`config.mk`:
```
export PLATFORM = sky130hd
export DESIGN_NAME = alu_issue_ctrl
export DESIGN_NICKNAME = d
export VERILOG_FILES = /design/src/rtl/alu_issue_ctrl.sv
export SDC_FILE = /design/constraint.sdc
export NUM_CORES = 1
export LEC_CHECK = 0
export CAP_MARGIN = 5
export CORE_MARGIN = 3
export CORE_UTILIZATION = 49
export CTS_CLUSTER_DIAMETER = 200
export DETAILED_ROUTE_END_ITERATION = 12
export PLACE_DENSITY_LB_ADDON = 0.12
export REMOVE_ABC_BUFFERS = 1
export SETUP_SLACK_MARGIN = 0.02
export SLEW_MARGIN = 20
export SYNTH_ARGS = -nofsm -noshare
export SYNTH_HDL_FRONTEND = slang
export SYNTH_SLANG_ARGS = --single-unit
export TNS_END_PERCENT = 20
```
`constraint.sdc`:
```
create_clock -name clk -period 3.75 [get_ports clk]
set_input_delay 0.75 -clock clk [delete_from_list [all_inputs] [get_ports clk]]
set_output_delay 0.75 -clock clk [all_outputs]
set_load 0.01 [all_outputs]
```
`src/rtl/alu_issue_ctrl.sv`:
```
// Issue controller between decoder and ALU: scoreboards in-flight destinations,
// parks a hazarding op in a one-entry hold register and drives ALU/regfile controls.
package alu_issue_pkg;
  parameter int IMM_W = 32;

  typedef enum logic [1:0] {
    op_none = 2'd0,
    op_move = 2'd1,
    op_add  = 2'd2
  } alu_opcode_t;

  typedef enum logic {
    font_reg = 1'b0,
    font_imm = 1'b1
  } alu_s1_font_t;

  typedef logic [IMM_W-1:0] imm_t;
endpackage

module alu_issue_ctrl
  import alu_issue_pkg::*;
#(
  parameter int NUM_REGS    = 32,
  parameter int STALL_CNT_W = 16
) (
  input  logic                        clk,
  input  logic                        rst,
  input  logic                        dec_valid_i,
  output logic                        dec_ready_o,
  input  alu_opcode_t                 dec_opcode_i,
  input  alu_s1_font_t                dec_font_i,
  input  logic [$clog2(NUM_REGS)-1:0] dec_rs1_i,
  input  logic [$clog2(NUM_REGS)-1:0] dec_rs2_i,
  input  logic [$clog2(NUM_REGS)-1:0] dec_rd_i,
  input  logic                        dec_wb_wr_i,
  input  imm_t                        dec_imm_i,
  input  logic                        flush_i,
  input  logic                        wb_valid_i,
  input  logic [$clog2(NUM_REGS)-1:0] wb_reg_i,
  output alu_opcode_t                 alu_opcode_o,
  output alu_s1_font_t                alu_s1_font_o,
  output imm_t                        alu_src_3_o,
  output logic [$clog2(NUM_REGS)-1:0] rf_rs1_o,
  output logic [$clog2(NUM_REGS)-1:0] rf_rs2_o,
  output logic                        wb_wr_o,
  output logic [$clog2(NUM_REGS)-1:0] reg_dst_o,
  output logic [STALL_CNT_W-1:0]      stall_cnt_o
);
  localparam int REG_W = $clog2(NUM_REGS);

  typedef struct packed {
    alu_opcode_t      opcode;
    alu_s1_font_t     font;
    logic [REG_W-1:0] rs1;
    logic [REG_W-1:0] rs2;
    logic [REG_W-1:0] rd;
    logic             wb_wr;
    imm_t             imm;
  } op_t;

  typedef enum logic {
    IDLE  = 1'b0,
    STALL = 1'b1
  } state_t;

  state_t                 state_q, state_d;
  op_t                    hold_q, dec_op, sel_op;
  logic [NUM_REGS-1:0]    busy_q, busy_d;
  logic [STALL_CNT_W-1:0] stall_cnt_q;
  logic                   sel_hazard, issue, capture, count_stall, sel_writes;

  // An op_none never reads or writes, so it can never be blocked.
  function automatic logic op_hazard(input op_t op, input logic [NUM_REGS-1:0] busy);
    logic rs1_used, rs2_used, writes;
    rs1_used  = (op.opcode != op_none) && (op.font == font_reg);
    rs2_used  = (op.opcode == op_add);
    writes    = op.wb_wr && (op.opcode != op_none);
    op_hazard = (rs1_used && busy[op.rs1]) || (rs2_used && busy[op.rs2]) ||
                (writes && busy[op.rd]);
  endfunction

  assign dec_op = '{opcode: dec_opcode_i, font: dec_font_i, rs1: dec_rs1_i,
                    rs2: dec_rs2_i, rd: dec_rd_i, wb_wr: dec_wb_wr_i, imm: dec_imm_i};

  always_comb begin
    sel_op     = (state_q == STALL) ? hold_q : dec_op;
    sel_hazard = op_hazard(sel_op, busy_q);
    sel_writes = sel_op.wb_wr && (sel_op.opcode != op_none);
  end

  always_comb begin
    state_d     = state_q;
    dec_ready_o = 1'b0;
    issue       = 1'b0;
    capture     = 1'b0;
    count_stall = 1'b0;
    if (rst || flush_i) begin
      state_d = IDLE;
    end else begin
      case (state_q)
        IDLE: begin
          dec_ready_o = 1'b1;
          if (dec_valid_i) begin
            if (!sel_hazard) begin
              issue = 1'b1;
            end else begin
              capture = 1'b1;
              state_d = STALL;
            end
          end
        end
        STALL: begin
          if (!sel_hazard) begin
            issue   = 1'b1;
            state_d = IDLE;
          end else begin
            count_stall = 1'b1;
          end
        end
        default: state_d = IDLE;
      endcase
    end
  end

  // Anything that is not a real issue presents an all-zero bubble to the ALU.
  always_comb begin
    alu_opcode_o  = op_none;
    alu_s1_font_o = font_reg;
    alu_src_3_o   = '0;
    rf_rs1_o      = '0;
    rf_rs2_o      = '0;
    wb_wr_o       = 1'b0;
    reg_dst_o     = '0;
    if (issue && (sel_op.opcode != op_none)) begin
      alu_opcode_o  = sel_op.opcode;
      alu_s1_font_o = sel_op.font;
      alu_src_3_o   = sel_op.imm;
      rf_rs1_o      = sel_op.rs1;
      rf_rs2_o      = sel_op.rs2;
      wb_wr_o       = sel_op.wb_wr;
      reg_dst_o     = sel_op.rd;
    end
  end

  // Set is applied after clear so a same-cycle set/clear of one register leaves it busy.
  always_comb begin
    busy_d = busy_q;
    if (wb_valid_i) busy_d[wb_reg_i] = 1'b0;
    if (issue && sel_writes) busy_d[sel_op.rd] = 1'b1;
  end

  always_ff @(posedge clk) begin
    if (rst) begin
      state_q     <= IDLE;
      hold_q      <= '0;
      busy_q      <= '0;
      stall_cnt_q <= '0;
    end else begin
      state_q <= state_d;
      busy_q  <= busy_d;
      if (flush_i) begin
        hold_q <= '0;
      end else if (capture) begin
        hold_q <= dec_op;
      end
      if (count_stall && (stall_cnt_q != '1)) begin
        stall_cnt_q <= stall_cnt_q + STALL_CNT_W'(1);
      end
    end
  end

  assign stall_cnt_o = stall_cnt_q;

endmodule

```
# --- After elaboration in Yosys (flattened, before gate mapping) ---
# Cells that the tools add are included.
word_totals:
  regBits: 100
  input_bits: 61
  output_inout_bits: 68
  word_cells: 73
op_classes:
  addsub: 1
  n_lt_le_gt_ge: 6
  eq_ne: 2
  mux: 33
  n_bitwise: 5
  n_reduce_logical: 16
ops:
  columns: ["cell", "n"]
  rows:
  - ["two-way mux 32 bit", 3]
  - ["two-way mux 51 bit", 1]
  - ["AND 32 bit", 1]
  - ["NOT 32 bit", 1]
  - ["OR 32 bit", 1]
  - ["less-than comparator 5 x 6 -> 1 bit, second input constant", 4]
  - ["two-way mux 1 bit", 18]
  - ["adder 16 x 1 -> 16 bit, second input constant", 1]
  - ["inequality test 16 bit, second input constant", 1]
  - ["binary-select mux 1 bit (select 5 bit)", 3]
  - ["two-way mux 5 bit", 3]
  - ["demux 1 bit (select 5 bit)", 2]
  - ["greater-or-equal comparator 5 x 1 -> 1 bit, second input constant", 2]
  - ["logical AND 1 bit", 10]
  - ["case mux 1 bit (2 select lines)", 2]
  - ["OR reduction 2 bit", 2]
  - ["logical OR 1 bit", 3]
  - ["== test 2 bit, second input constant", 1]
  - ["two-way mux 2 bit", 1]
  - ["NOT 1 bit", 2]
  - ["nonzero test 2 bit", 1]

# --- Depth between registers and ports, before layout ---
logic_depth:
  depth_word: 12
  mapped_depth: 15
  ltp_nobuf: 8

# --- Worst setup path before layout ---
# No wires, ideal clock.
synth_timing:
  path_type: "input to output"
  startpoint: "input port dec_rd_i[0]"
  endpoint: "output port alu_src_3_o[18]"
  arrival_ps: 3086
  required_time_ps: 3000
  slack_ps: -86
  stages: 10
  path_buffers: 3
  path_cell_list: "buf_2 > mux2i_2 > mux4_2 > o311a_1 > or4b_4 > o31a_2 > nand4_1 > buf_4 > buf_4 > nor2_1"
synth_between:
  elab_chain_cells: 11
synth_rtl:
  columns: ["item", "line", "rtl"]
  rows:
  - ["start: declaration", "34", "input logic [$clog2(NUM_REGS)-1:0] dec_rd_i,"]
  - ["two-way mux 51 bit (*)", "86", "sel_op = (state_q == STALL) ? hold_q : dec_op;"]
  - ["binary-select mux 1 bit (select 5 bit) (*)", "79", "(writes && busy[op.rd]);"]
  - ["two-way mux 1 bit (implied by the code) (*)", "79", null]
  - ["logical AND 1 bit (*)", "79", null]
  - ["logical OR 1 bit (*)", "78", "op_hazard = (rs1_used && busy[op.rs1]) || (rs2_used && busy[op.rs2]) ||"]
  - ["two-way mux 1 bit (*)", "104, 113", null]
  - ["two-way mux 1 bit", "103", "if (dec_valid_i) begin"]
  - ["case mux 1 bit (2 select lines) (*)", "100", "case (state_q)"]
  - ["two-way mux 1 bit (*)", "97", "if (rst || flush_i) begin"]
  - ["logical AND 1 bit (*)", "134", "if (issue && (sel_op.opcode != op_none)) begin"]
  - ["two-way mux 32 bit (*)", "134", null]
  - ["end: declaration", "42", "output imm_t alu_src_3_o,"]
# Every way passes the cells marked *; elsewhere a longest branch is shown, timed or not. The select of a mux whose other input is x is not followed.

# --- Worst setup path after layout ---
layout_timing:
  startpoint: "register state_q"
  endpoint: "output port rf_rs1_o[1]"
layout_between:
  elab_chain_cells: 12
  word_cells_on_any_way: 24
  classes_between: "eq/ne (1); mux (12); bitwise (2); reduce/logical (9)"
layout_rtl:
  columns: ["item", "line", "rtl"]
  rows:
  - ["start: declaration", "66", "state_t state_q, state_d;"]
  - ["start signal: assignment", "159", "state_q <= state_d;"]
  - ["two-way mux 51 bit", "86", null]
  - ["binary-select mux 1 bit (select 5 bit), or another cell as far along", "78", null]
  - ["two-way mux 1 bit (implied by the code) / logical AND 1 bit (equally long branches)", "78, 75", null]
  - ["logical AND 1 bit", "78", null]
  - ["logical OR 1 bit (2 in a row)", "78", null]
  - ["two-way mux 1 bit", "104, 113", null]
  - ["two-way mux 1 bit", "103", null]
  - ["case mux 1 bit (2 select lines)", "100", null]
  - ["two-way mux 1 bit", "97", null]
  - ["logical AND 1 bit", "134", null]
  - ["two-way mux 5 bit (*)", "134", null]
  - ["end: declaration", "43", "output logic [$clog2(NUM_REGS)-1:0] rf_rs1_o,"]
# Marks and branches as above.

==> results.txt <==
Status: complete, but fails checks
Comb pwr share: 0.253
EDFF count, synth: 0
Reg area: 2008 µm²
Hold Path Class: register to register
PwrDens: 277.0 nW/µm²
DRT antenna net count: 0
GP Congestion: 0.9682
Crit path time final: 3843 ps
Leakage: 4.419 nW
Tcrit/Tclk final: 1.025
WL final: 24950 µm
Initial antenna violation count: 0
Primary FF master, synth: dfxtp_1
Initial DRT Pass Iterations: 6
Slew HR: 0.5590
Worst EP required: 3000 ps
Largest net degree at the start of global routing: 53
H-tree depth: 3
Fmax achieved: 260.2 MHz
Peak supply drop: 0.0002243 V
Worst Path Max Fanout: 9
Area grow syn2layout: 41.80%
Mapped Cells: 913
CTS Buffer Depth: 2
Mapped cell area: 7159 µm²
Multi-input logic area: 4962 µm²
Switching portion of total power: 0.2991
Reg-to-reg setup timing slack: 150 ps
Area leader, netlist: dfxtp_1
Max_cap viols: 0
Std-Cell Core Area: 14100 µm²
Worst slew pin tran: 660.1 ps
Unique masters post-synth: 75
Synth async-reset ratio: 0
DR iter-0 viols: 827
Syn avg cell area: 7.842 µm²
Critical Path AT: 3090 ps
Pre-CTS setup slack: -943.4 ps
Synth top area cells: dfxtp_1 28%, mux2i_1 14%, nand2_1 6.3%, nor2_1 4.2%, nor2b_1 4.2%
Sw Pwr: 0.0008412 W
Clk slew on worst S/H paths: 70 ps
Avg Vias per Cell: 5.902
Fin. Hold Viols: 0
Filler Cell Count: 1129
Seq/Total Area, Yosys: 0.2796
Final setup vio count: 43
Cell row count: 43
Antenna fix cells: 0
Num CTS Buffers: 9
Dpl cells: 1271
Clock Latency Late Sink: 370 ps
First-pass GRT wire length: 38360 µm
Hold_buf cts: 0
Grt ovf: 0
Die height: 126.9 µm
Max Clock Skew: 14.29 ps
Avg WL per Cell: 18.85 µm
Setup ws final: -92.64 ps
Violated checks: setup timing
Pint: 0.001971 W
All-Layer GR Usage: 0.2971
YS warnings: 0
CP Launch Type: register
Initial Util: 0.5079
Crit end category: output pin
Fin nets: 1201
Pins Over Slew Limit: 0
Dpl hpwl: 16330 µm
TritonCTS clock tree: done
Port bufs: 128
Vias in the first global route: 7320
Layout cells sized above 1: 0.2902
DRC violations left: 0
Synth Register Bits: 100
Layout Cells excl Fill: 1324
Io pins: 129
Die area: 16100 µm²
Die X: 126.9 µm
Via Count: 7814
Clock power frac: 0.357
RSZ-0062 raised after global routing: yes
Seq pwr share: 0.390
Clk root buf: clkbuf_16
CP Class: register to output pin
Top cell type's share of synthesized area: 0.2796
Sink Count: 100
## cells by family after synthesis
kind of cell | count (synthesis) | synth area share
and+or+nand+nor | 385 | 0.2742
muxes | 121 | 0.1804
AOI/OAI and AO/OA | 185 | 0.1812
DFF | 100 | 0.2796
adders and majority gates | 1 | 0.001747
buffers and inverters | 121 | 0.08284
## critical path, stage by stage (launching register included)
cell and delay, ps:
dfxtp_4 360, buf_12 150, buf_12 140, buf_4 160, a21oi_2 260, o221ai_1 200
and3_1 190, o221a_2 280, o31a_4 290, nand4_1 150, buf_6 160, buf_8 130
buf_6 110, nor2_4 30, buf_6 120
## cell type report
type | count | area share
Sequential cell | 100 | 0.1978
Timing Repair Buffer | 278 | 0.2385
Multi-Input combinational cell | 692 | 0.4888
Tap cell | 180 | 0.02218
Clock buffer | 9 | 0.02218
Inverter | 58 | 0.02144
Clock inverter | 7 | 0.009120
## per-layer routing
layer	up-vias	routed length (µm)	GRT usage
li1	3682	-	-
met4	0	907	0.1218
met5	-	0	0
met3	77	1985	0.06358
met1	3684	10320	0.3845
met2	371	11740	0.4813
## power groups by stage
| stage | logic, W | clock network (W) | registers [W] |
|---|---|---|---|
| after CTS | 0.000664 | 0.00102 | 0.00110 |
| final | 0.000711 | 0.00100 | 0.00110 |
| after floorplan | 0.000276 | 0 | 0.00113 |
| after global placement | 0.000584 | 0 | 0.00112 |
| after detailed placement | 0.000587 | 0 | 0.00112 |
| after global routing | 0.000755 | 0.00106 | 0.00110 |
## state kept, by name, summed over array words and instances (netlist names)
register     cells
stall_cnt_o     16
busy_q          32
state_q          1
hold_q          51
## cell usage in the layout (no fill, tap or decap), types with 12 or more instances in the layout
master / n
nand3_1: 15
nor3_1: 12
nand2_1: 120
nand3b_1: 26
nand2b_1: 18
buf_2: 50
a21oi_2: 16
o31ai_1: 34
buf_4: 123
buf_6: 16
mux2i_1: 99
nor2_1: 62
nor2b_1: 43
clkdlybuf4s50_1: 60
o21ai_0: 24
a21oi_1: 27
dfxtp_1: 97
inv_1: 58
## cell usage after synthesis, drive strengths merged (2+ instances only)
cell type,count
nand3b,27
nor2,80
o22ai,11
mux4,2
nor3,13
o31a,3
o21ai,27
a21boi,2
o21a,2
mux2,15
or3,5
o31ai,35
nor4,2
mux2i,104
and2,7
and3b,5
buf,36
or2,2
nand2b,21
a211oi,8
or3b,5
a31oi,5
a22o,2
clkbuf,27
o32a,2
nand3,17
nand4,11
dfxtp,100
o41ai,2
nand2,121
a21oi,44
and3,9
a221oi,7
inv,58
nor2b,48
a22oi,13
nor3b,9
o221ai,3
o211ai,5
## final timing paths
kind / from / depth (start not counted) / endpoint
max: state_q / 14 / rf_rs1_o[1]
min reg2reg: hold_q[26] / 2 / hold_q[26]
min: hold_q[26] / 2 / hold_q[26]
max reg2reg: state_q / 22 / hold_q[41]
## stage by stage
stage | instance area, µm² | total power (W) | util | hold slack [ps] | TNS (ps)
after floorplan | 6784 | 0.001409 | - | 437.6 | -444200
after global placement | 9229 | 0.001706 | 0.6547 | 444.6 | -40840
after detailed placement | 9229 | 0.001710 | 0.6547 | 452.5 | -42970
after CTS | 10130 | 0.002777 | 0.7188 | 467.1 | -2564
after global routing | 10150 | 0.002912 | 0.7202 | 483.5 | -6256
final | 10150 | 0.002812 | 0.7202 | 463.8 | -1782
## repair_timing
item | 4_1_cts | 5_1_grt
resized for setup | 242 | 113
setup endpoints to repair | 51 | 104
cloned | 4 | 2
pin swaps | 23 | 27
buffers inserted | 26 | 5
No activity file was read; power rests on OpenSTA's default activity.
